`src/rtl/trdb_pkg.sv`:
```
// -----------------------------------------------------------------------------
// trdb_pkg
// Shared definitions for the trace packet serializer slice:
//   - default packet and output word widths
//   - FIFO entry layout {len, data}
//   - serializer FSM state encoding
// -----------------------------------------------------------------------------
package trdb_pkg;

  // Default widths; the serializer parameters take these as defaults.
  localparam int unsigned TRDB_PACKET_LEN = 128;
  localparam int unsigned TRDB_WORD_LEN   = 32;

  // One buffered packet: clamped length in bits plus masked payload.
  typedef struct packed {
    logic [7:0]                 len;
    logic [TRDB_PACKET_LEN-1:0] data;
  } pkt_entry_t;

  // Serializer states.
  typedef enum logic [0:0] {
    ST_IDLE = 1'b0,
    ST_SEND = 1'b1
  } ser_state_e;

endpackage

```
`src/rtl/trdb_pkt_fifo.sv`:
```
// -----------------------------------------------------------------------------
// trdb_pkt_fifo
// Synchronous FIFO of packet entries with registered fill level.
// A push while full is accepted only when a pop happens on the same edge.
// flush_i empties the FIFO on the next edge and overrides push/pop.
//
// Ports:
//   clk_i    clock, rising edge
//   rst_ni   asynchronous active-low reset
//   flush_i  synchronous flush
//   push_i   write entry_i
//   entry_i  entry to write
//   pop_i    remove head entry
//   entry_o  head entry (valid when empty_o=0)
//   full_o   FIFO holds DEPTH entries
//   empty_o  FIFO holds no entries
//   level_o  number of stored entries
// -----------------------------------------------------------------------------
module trdb_pkt_fifo
  import trdb_pkg::*;
#(
  parameter int unsigned DEPTH = 4
) (
  input  logic                     clk_i,
  input  logic                     rst_ni,
  input  logic                     flush_i,
  input  logic                     push_i,
  input  pkt_entry_t               entry_i,
  input  logic                     pop_i,
  output pkt_entry_t               entry_o,
  output logic                     full_o,
  output logic                     empty_o,
  output logic [$clog2(DEPTH):0]   level_o
);

  localparam int unsigned PTR_W = $clog2(DEPTH);
  localparam int unsigned LVL_W = $clog2(DEPTH) + 1;

  pkt_entry_t         mem_r [DEPTH];
  logic [PTR_W-1:0]   wr_ptr_r;
  logic [PTR_W-1:0]   rd_ptr_r;
  logic [LVL_W-1:0]   level_r;

  logic               full_s;
  logic               empty_s;
  logic               write_s;
  logic               read_s;

  assign full_s  = (level_r == LVL_W'(DEPTH));
  assign empty_s = (level_r == {LVL_W{1'b0}});

  // A full FIFO can still take a write when the head leaves on the same edge.
  assign write_s = push_i & (~full_s | (pop_i & ~empty_s));
  assign read_s  = pop_i & ~empty_s;

  // Storage, pointers and level bookkeeping.
  always_ff @(posedge clk_i or negedge rst_ni) begin
    if (!rst_ni) begin
      for (int i = 0; i < int'(DEPTH); i++) begin
        mem_r[i] <= '0;
      end
      wr_ptr_r <= {PTR_W{1'b0}};
      rd_ptr_r <= {PTR_W{1'b0}};
      level_r  <= {LVL_W{1'b0}};
    end else if (flush_i) begin
      wr_ptr_r <= {PTR_W{1'b0}};
      rd_ptr_r <= {PTR_W{1'b0}};
      level_r  <= {LVL_W{1'b0}};
    end else begin
      if (write_s) begin
        mem_r[wr_ptr_r] <= entry_i;
        wr_ptr_r        <= wr_ptr_r + PTR_W'(1);
      end
      if (read_s) begin
        rd_ptr_r <= rd_ptr_r + PTR_W'(1);
      end
      case ({write_s, read_s})
        2'b10:   level_r <= level_r + LVL_W'(1);
        2'b01:   level_r <= level_r - LVL_W'(1);
        default: level_r <= level_r;
      endcase
    end
  end

  assign entry_o = mem_r[rd_ptr_r];
  assign full_o  = full_s;
  assign empty_o = empty_s;
  assign level_o = level_r;

endmodule

```
`src/rtl/trdb_packet_serializer.sv`:
```
// -----------------------------------------------------------------------------
// trdb_packet_serializer
// Buffers variable-length trace packets and streams them out as WORD_LEN-bit
// words, least-significant word first, over a valid/ready handshake. Packets
// arriving while the FIFO is full are dropped and counted.
//
// Ports:
//   clk_i           clock, rising edge
//   rst_ni          asynchronous active-low reset
//   clear_i         synchronous flush (FIFO, FSM, drop counter)
//   packet_i        packet payload, bit 0 first
//   packet_len_i    valid bits in packet_i (0 = ignore, >PACKET_LEN clamped)
//   packet_valid_i  single-cycle packet strobe
//   word_o          output word
//   word_valid_o    word_o valid
//   word_ready_i    sink accepts word_o
//   last_o          word_o is the final word of its packet
//   fifo_level_o    packets waiting, excluding the one being serialized
//   drop_cnt_o      dropped packet count, saturating
// -----------------------------------------------------------------------------
module trdb_packet_serializer
  import trdb_pkg::*;
#(
  parameter int unsigned PACKET_LEN = TRDB_PACKET_LEN,
  parameter int unsigned WORD_LEN   = TRDB_WORD_LEN,
  parameter int unsigned FIFO_DEPTH = 4
) (
  input  logic                          clk_i,
  input  logic                          rst_ni,
  input  logic                          clear_i,
  input  logic [PACKET_LEN-1:0]         packet_i,
  input  logic [7:0]                    packet_len_i,
  input  logic                          packet_valid_i,
  output logic [WORD_LEN-1:0]           word_o,
  output logic                          word_valid_o,
  input  logic                          word_ready_i,
  output logic                          last_o,
  output logic [$clog2(FIFO_DEPTH):0]   fifo_level_o,
  output logic [15:0]                   drop_cnt_o
);

  localparam int unsigned NWORDS = PACKET_LEN / WORD_LEN;
  localparam int unsigned WL_W   = (NWORDS > 1) ? $clog2(NWORDS) : 1;

  // Keeps payload bits below len, zeroes everything at or above it.
  function automatic logic [PACKET_LEN-1:0] len_mask(input logic [7:0] len);
    logic [PACKET_LEN-1:0] m;
    for (int i = 0; i < int'(PACKET_LEN); i++) begin
      m[i] = (i < int'(len));
    end
    return m;
  endfunction

  // Number of words after the first one: ceil(len/WORD_LEN) - 1.
  function automatic logic [WL_W-1:0] extra_words(input logic [7:0] len);
    logic [8:0] words;
    words = ({1'b0, len} + 9'(WORD_LEN - 1)) / 9'(WORD_LEN);
    return WL_W'(words - 9'd1);
  endfunction

  // ---------------------------------------------------------------------------
  // Input capture
  // ---------------------------------------------------------------------------
  logic [7:0]  len_clamp_s;
  logic        strobe_s;
  pkt_entry_t  entry_in_s;
  pkt_entry_t  head_s;
  logic        full_s;
  logic        empty_s;
  logic        pop_s;
  logic        drop_s;

  // Clamp oversize lengths so word count and mask stay in range.
  always_comb begin
    len_clamp_s = packet_len_i;
    if ({1'b0, packet_len_i} > 9'(PACKET_LEN)) begin
      len_clamp_s = 8'(PACKET_LEN);
    end else begin
      len_clamp_s = packet_len_i;
    end
  end

  // Zero-length strobes and strobes coinciding with a flush never reach the FIFO.
  assign strobe_s        = packet_valid_i & (packet_len_i != 8'd0) & ~clear_i;
  assign entry_in_s.len  = len_clamp_s;
  assign entry_in_s.data = packet_i & len_mask(len_clamp_s);
  assign drop_s          = strobe_s & full_s & ~pop_s;

  trdb_pkt_fifo #(
    .DEPTH (FIFO_DEPTH)
  ) u_fifo (
    .clk_i   (clk_i),
    .rst_ni  (rst_ni),
    .flush_i (clear_i),
    .push_i  (strobe_s),
    .entry_i (entry_in_s),
    .pop_i   (pop_s),
    .entry_o (head_s),
    .full_o  (full_s),
    .empty_o (empty_s),
    .level_o (fifo_level_o)
  );

  // ---------------------------------------------------------------------------
  // Serializer FSM
  // ---------------------------------------------------------------------------
  ser_state_e            state_r;
  ser_state_e            state_n;
  logic [PACKET_LEN-1:0] shift_r;
  logic [PACKET_LEN-1:0] shift_n;
  logic [WL_W-1:0]       words_left_r;
  logic [WL_W-1:0]       words_left_n;
  logic                  valid_r;
  logic                  valid_n;
  logic                  last_r;
  logic                  last_n;
  logic [WL_W-1:0]       head_extra_s;

  assign head_extra_s = extra_words(head_s.len);

  // Next-state, pop request and output register values.
  always_comb begin
    state_n      = state_r;
    shift_n      = shift_r;
    words_left_n = words_left_r;
    valid_n      = valid_r;
    last_n       = last_r;
    pop_s        = 1'b0;
    if (clear_i) begin
      state_n      = ST_IDLE;
      shift_n      = {PACKET_LEN{1'b0}};
      words_left_n = {WL_W{1'b0}};
      valid_n      = 1'b0;
      last_n       = 1'b0;
    end else begin
      case (state_r)
        ST_IDLE: begin
          if (!empty_s) begin
            pop_s        = 1'b1;
            state_n      = ST_SEND;
            shift_n      = head_s.data;
            words_left_n = head_extra_s;
            valid_n      = 1'b1;
            last_n       = (head_extra_s == {WL_W{1'b0}});
          end else begin
            state_n = ST_IDLE;
          end
        end
        ST_SEND: begin
          if (valid_r && word_ready_i) begin
            if (words_left_r == {WL_W{1'b0}}) begin
              // Final word accepted: chain straight into the next packet.
              if (!empty_s) begin
                pop_s        = 1'b1;
                state_n      = ST_SEND;
                shift_n      = head_s.data;
                words_left_n = head_extra_s;
                valid_n      = 1'b1;
                last_n       = (head_extra_s == {WL_W{1'b0}});
              end else begin
                state_n      = ST_IDLE;
                shift_n      = {PACKET_LEN{1'b0}};
                words_left_n = {WL_W{1'b0}};
                valid_n      = 1'b0;
                last_n       = 1'b0;
              end
            end else begin
              shift_n      = shift_r >> WORD_LEN;
              words_left_n = words_left_r - WL_W'(1);
              valid_n      = 1'b1;
              last_n       = (words_left_r == WL_W'(1));
            end
          end else begin
            state_n = ST_SEND;
          end
        end
        default: begin
          state_n      = ST_IDLE;
          shift_n      = {PACKET_LEN{1'b0}};
          words_left_n = {WL_W{1'b0}};
          valid_n      = 1'b0;
          last_n       = 1'b0;
        end
      endcase
    end
  end

  // FSM state and output registers.
  always_ff @(posedge clk_i or negedge rst_ni) begin
    if (!rst_ni) begin
      state_r      <= ST_IDLE;
      shift_r      <= {PACKET_LEN{1'b0}};
      words_left_r <= {WL_W{1'b0}};
      valid_r      <= 1'b0;
      last_r       <= 1'b0;
    end else begin
      state_r      <= state_n;
      shift_r      <= shift_n;
      words_left_r <= words_left_n;
      valid_r      <= valid_n;
      last_r       <= last_n;
    end
  end

  // ---------------------------------------------------------------------------
  // Drop counter
  // ---------------------------------------------------------------------------
  logic [15:0] drop_cnt_r;

  // Saturating count of packets refused by a full FIFO.
  always_ff @(posedge clk_i or negedge rst_ni) begin
    if (!rst_ni) begin
      drop_cnt_r <= 16'd0;
    end else if (clear_i) begin
      drop_cnt_r <= 16'd0;
    end else if (drop_s && (drop_cnt_r != 16'hFFFF)) begin
      drop_cnt_r <= drop_cnt_r + 16'd1;
    end else begin
      drop_cnt_r <= drop_cnt_r;
    end
  end

  assign word_o       = shift_r[WORD_LEN-1:0];
  assign word_valid_o = valid_r;
  assign last_o       = last_r;
  assign drop_cnt_o   = drop_cnt_r;

endmodule

```
`config.mk`:
```
export PLATFORM = sky130hd
export DESIGN_NAME = trdb_packet_serializer
export DESIGN_NICKNAME = d
export VERILOG_FILES = /design/src/rtl/trdb_pkg.sv /design/src/rtl/trdb_pkt_fifo.sv /design/src/rtl/trdb_packet_serializer.sv
export SDC_FILE = /design/constraint.sdc
export NUM_CORES = 1
export LEC_CHECK = 0
export CAP_MARGIN = 10
export CORE_MARGIN = 2
export CORE_UTILIZATION = 60
export CTS_CLUSTER_DIAMETER = 100
export DETAILED_ROUTE_END_ITERATION = 12
export PLACE_DENSITY = 0.81
export SLEW_MARGIN = 20
export SYNTH_ARGS = -nofsm -noshare
export SYNTH_HDL_FRONTEND = slang
export SYNTH_SLANG_ARGS = --single-unit
```
`constraint.sdc`:
```
create_clock -name clk_i -period 8.05 [get_ports clk_i]
set_clock_uncertainty 0.2 [all_clocks]
set_input_delay 2.0125 -clock clk_i [delete_from_list [all_inputs] [get_ports clk_i]]
set_output_delay 2.0125 -clock clk_i [all_outputs]
set_load 0.005 [all_outputs]
```
==> run_results.csv <==
group,metric,value,unit
run_status,status,"finished, final reports clean",
sta,final_critical_path_setup_slack,2.53,ns
clocking,ctsResizeCount,0,
clocking,postCtsSetupRepairBufs,0,
sta,finalHoldViolations,0,
setup_path,arrival_time_worst_endpoint,5.77,ns
sta,period_minus_slack,5.52,ns
yosys,synth_async_sr_flop_share,1.00,
routing,detail_route.vias_per_cell,6.64,
sta,fmaxAchievable,181,MHz
setup_path,setup.worst_path.end_class,"flip-flop",
sta,setup_tns,0,ns
clocking,cts-buffers-inserted,72,
clocking,clock_tree.buffer_depth,3,
clocking,clk_lat_worst_skew,0.61,ns
global_route,grt_resource_usage_total,0.345,
min_path,min_path_type,"flip-flop to flip-flop",
setup_path,timing.critical_path.from_type,"primary input",
sta,rsz0062_at_grt,"false",
placement,post-place-ws,2.10,ns
power_and_ir_drop,total_switching_power,4280,uW
power_and_ir_drop,fin_total_pwr,12400,uW
floorplanning,fp-row-count,83,
floorplanning,design.portCount,194,
setup_path,critical_path_start_end_classification,"primary input to flip-flop",
finish,num-fill-cells,3623,
yosys,yosysWarningCount,0,
finish,nets_finish,3040,
placement,dpl.cell_count,3498,
global_route,grt_max_degree,177,
yosys,synth_edf_count,0,
yosys,post_synth_instance_area,0.0310,sq mm
yosys,yosys_register_bits,696,
sta,final-max-slew-violation-count,0,
routing,drc_errors,0,
sta,finalCritPeriodShare,0.686,
clocking,ctsRootBufferMaster,"sky130_fd_sc_hd__clkbuf_16",
yosys,ys_dominant_reg_cell,"sky130_fd_sc_hd__dfrtp_1",
yosys,synthesis.instances,2862,
global_route,first_pass_grt_wire_length,140000,microns
clocking,clk_pin_slew,0.06,ns
routing,ant_nets,0,
sta,relSlewSlack,0.138,
power_and_ir_drop,power.share.sequential,0.434,
global_route,antenna_found_initial,3,
power_and_ir_drop,netSwitchingFraction,0.345,
setup_path,cp.required,8.30,ns
finish,stdcell_area,0.0352,sq mm
placement,finalWeightedCongestion,0.855,
yosys,yosys.cell_types.count,59,
sta,timing.final.setup_violations,0,
job,cap_violations,0,
floorplanning,core_region_area,0.0512,sq mm
finish,area.growth.synth_to_final,13.5,%
sta,tightest_slew,1.28,ns
floorplanning,fp.dieArea,0.0536,sq mm
placement,dp.final_hpwl,56400,microns
global_route,first_global_vias,23603,
floorplanning,initial_core_util,0.606,
power_and_ir_drop,power_frac_comb,0.298,
routing,wl,90500,microns
power_and_ir_drop,cellLeakagePower,0.0151,uW
power_and_ir_drop,pwr_density_cell,353,mW/mm^2
routing,detailedRoute.firstPassIterationCount,6,
routing,detail_route.wl_per_cell,25.0,microns
routing,drtIter0Drc,3192,
yosys,biggest_area_consumer_among_synthesized_cells,"sky130_fd_sc_hd__dfrtp_1",
global_route,global_route.overflow_total,0,
finish,fin_cells,3626,
power_and_ir_drop,power_report.internal_total,8140,uW
power_and_ir_drop,max-vdd-ir-drop,351,uV
clocking,clkSinkCount,696,
yosys,synth.top_cell.area_share,0.561,
setup_path,crit_path_max_fanout,81,
clocking,cts_htree_levels,3,
clocking,cts-hold-fix-buffers,0,
power_and_ir_drop,power.share.clock,0.267,
clocking,cts_tree,"built",
yosys,synthesis.area_per_instance,10.8,sq um
placement,placement.io_buffers,193,
yosys,synth.area.top_cells,"sky130_fd_sc_hd__dfrtp_1, sky130_fd_sc_hd__mux4_2, sky130_fd_sc_hd__o21ai_0, sky130_fd_sc_hd__nand2_1, sky130_fd_sc_hd__a211oi_1",
yosys,synth_nets,3010,
routing,dr_vias,24075,
yosys,synth.yosys.seq_area_share,0.561,
floorplanning,die-height,231,microns
finish,drive_above_1_share,0.116,
floorplanning,fp.dieW,231,microns
placement,placedInstanceArea,0.0329,sq mm
sequential cells by signal, indices dropped and copies added, names as in the netlist:
register         cells
word_valid_o         1
shift_r            128
u_fifo.mem_r       540
state_r              1
drop_cnt_o          16
u_fifo.wr_ptr_r      2
words_left_r         2
u_fifo.rd_ptr_r      2
u_fifo.level_o       3
last_o               1
metal layers:
layer,wire length [microns],up-vias,GRT usage
li1,-,10336,-
met1,34500,12053,0.475
met2,41900,1448,0.525
met3,9470,232,0.0829
met4,4560,6,0.164
met5,40,-,0
critical path, stage by stage:
cell                              delay, ns
sky130_fd_sc_hd__clkdlybuf4s50_1       0.66
sky130_fd_sc_hd__or4_1                 0.60
sky130_fd_sc_hd__buf_4                 0.26
sky130_fd_sc_hd__o211a_1               0.44
sky130_fd_sc_hd__nand3_4               0.78
sky130_fd_sc_hd__buf_4                 0.64
sky130_fd_sc_hd__o21ai_0               0.22
metrics by stage:
stage | hold WS [ns] | utilization
2_1_floorplan | 0.241 | -
3_3_place_gp | 0.253 | 0.642
3_5_place_dp | 0.262 | 0.642
4_1_cts | 0.275 | 0.688
5_1_grt | 0.294 | 0.688
6_report | 0.277 | 0.688
cell type report:
type,count,area [sq um],share of cell area
multi-input cells,1883,12200,0.347
clock buffers,106,2210,0.0628
repair buffers,233,2350,0.0666
flip-flops and latches,696,17400,0.495
well taps,680,851,0.0242
inverters,6,22.5,0.000639
clock inverters,20,141,0.00401
diodes,2,5.00,0.000142
cells by family (layout without fill, tap and decap cells):
kind of cell             Yosys count  count (layout)  share of synthesized area
other                              0               2                          0
AND/OR/NAND/NOR                  803             803                      0.106
flip-flops                       696             696                      0.561
XOR/XNOR                           5               5                    0.00141
adder cells (fa/ha/maj)            7               7                    0.00306
buffers and inverters            283             365                     0.0484
AO/OA/AOI/OAI                    916             916                      0.178
multiplexers                     152             152                      0.102
cells in the mapped netlist (6+ instances only):
master / n
sky130_fd_sc_hd__buf_4: 40
sky130_fd_sc_hd__mux2_2: 19
sky130_fd_sc_hd__ha_1: 6
sky130_fd_sc_hd__a22o_1: 33
sky130_fd_sc_hd__o211ai_1: 87
sky130_fd_sc_hd__or3_1: 6
sky130_fd_sc_hd__nor2b_1: 12
sky130_fd_sc_hd__buf_6: 29
sky130_fd_sc_hd__nor4_1: 6
sky130_fd_sc_hd__a211oi_1: 97
sky130_fd_sc_hd__a22oi_1: 97
sky130_fd_sc_hd__mux4_2: 130
sky130_fd_sc_hd__a21oi_1: 14
sky130_fd_sc_hd__nand2_1: 567
sky130_fd_sc_hd__o21ai_0: 464
sky130_fd_sc_hd__or2_2: 7
sky130_fd_sc_hd__or4_1: 6
sky130_fd_sc_hd__buf_1: 14
sky130_fd_sc_hd__nand3_1: 19
sky130_fd_sc_hd__dfrtp_1: 696
sky130_fd_sc_hd__nand4_1: 6
sky130_fd_sc_hd__inv_1: 6
sky130_fd_sc_hd__nand2b_1: 9
sky130_fd_sc_hd__clkbuf_2: 9
sky130_fd_sc_hd__buf_2: 48
sky130_fd_sc_hd__clkbuf_1: 137
sky130_fd_sc_hd__o21ai_1: 88
sky130_fd_sc_hd__nor3_1: 10
sky130_fd_sc_hd__a21o_1: 8
sky130_fd_sc_hd__nor2_1: 136
power by group through the flow:
stage | Combinational [uW] | Clock [uW] | Sequential, uW
floorplan | 2690 | 0 | 5070
global placement | 3480 | 0 | 5300
detailed placement | 3630 | 0 | 5400
CTS | 3680 | 3350 | 5360
global route | 4070 | 3510 | 5490
finish | 3710 | 3320 | 5390
final timing paths:
path                               startpoint                 end  slack, ns  cells past startpoint
min in group asynchronous              rst_ni          shift_r[4]       1.32                      1
min                          u_fifo.mem_r[33]    u_fifo.mem_r[33]       0.28                      2
min reg2reg                  u_fifo.mem_r[33]    u_fifo.mem_r[33]       0.28                      2
max in group asynchronous              rst_ni  u_fifo.rd_ptr_r[0]       4.72                      2
max reg2reg                u_fifo.rd_ptr_r[1]              last_o       4.40                      9
max                           packet_len_i[5]   u_fifo.mem_r[309]       2.53                      7
cells in the final DEF (no fill, tap or decap), types with 87 or more instances in the layout:
cell	instances
sky130_fd_sc_hd__dfrtp_1	694
sky130_fd_sc_hd__nor2_1	129
sky130_fd_sc_hd__o211ai_1	87
sky130_fd_sc_hd__mux4_2	130
sky130_fd_sc_hd__o21ai_0	462
sky130_fd_sc_hd__clkdlybuf4s50_1	191
sky130_fd_sc_hd__nand2_1	566
sky130_fd_sc_hd__a22oi_1	97
sky130_fd_sc_hd__a211oi_1	97
sky130_fd_sc_hd__o21ai_1	87
(Power assumes the default switching activity.)
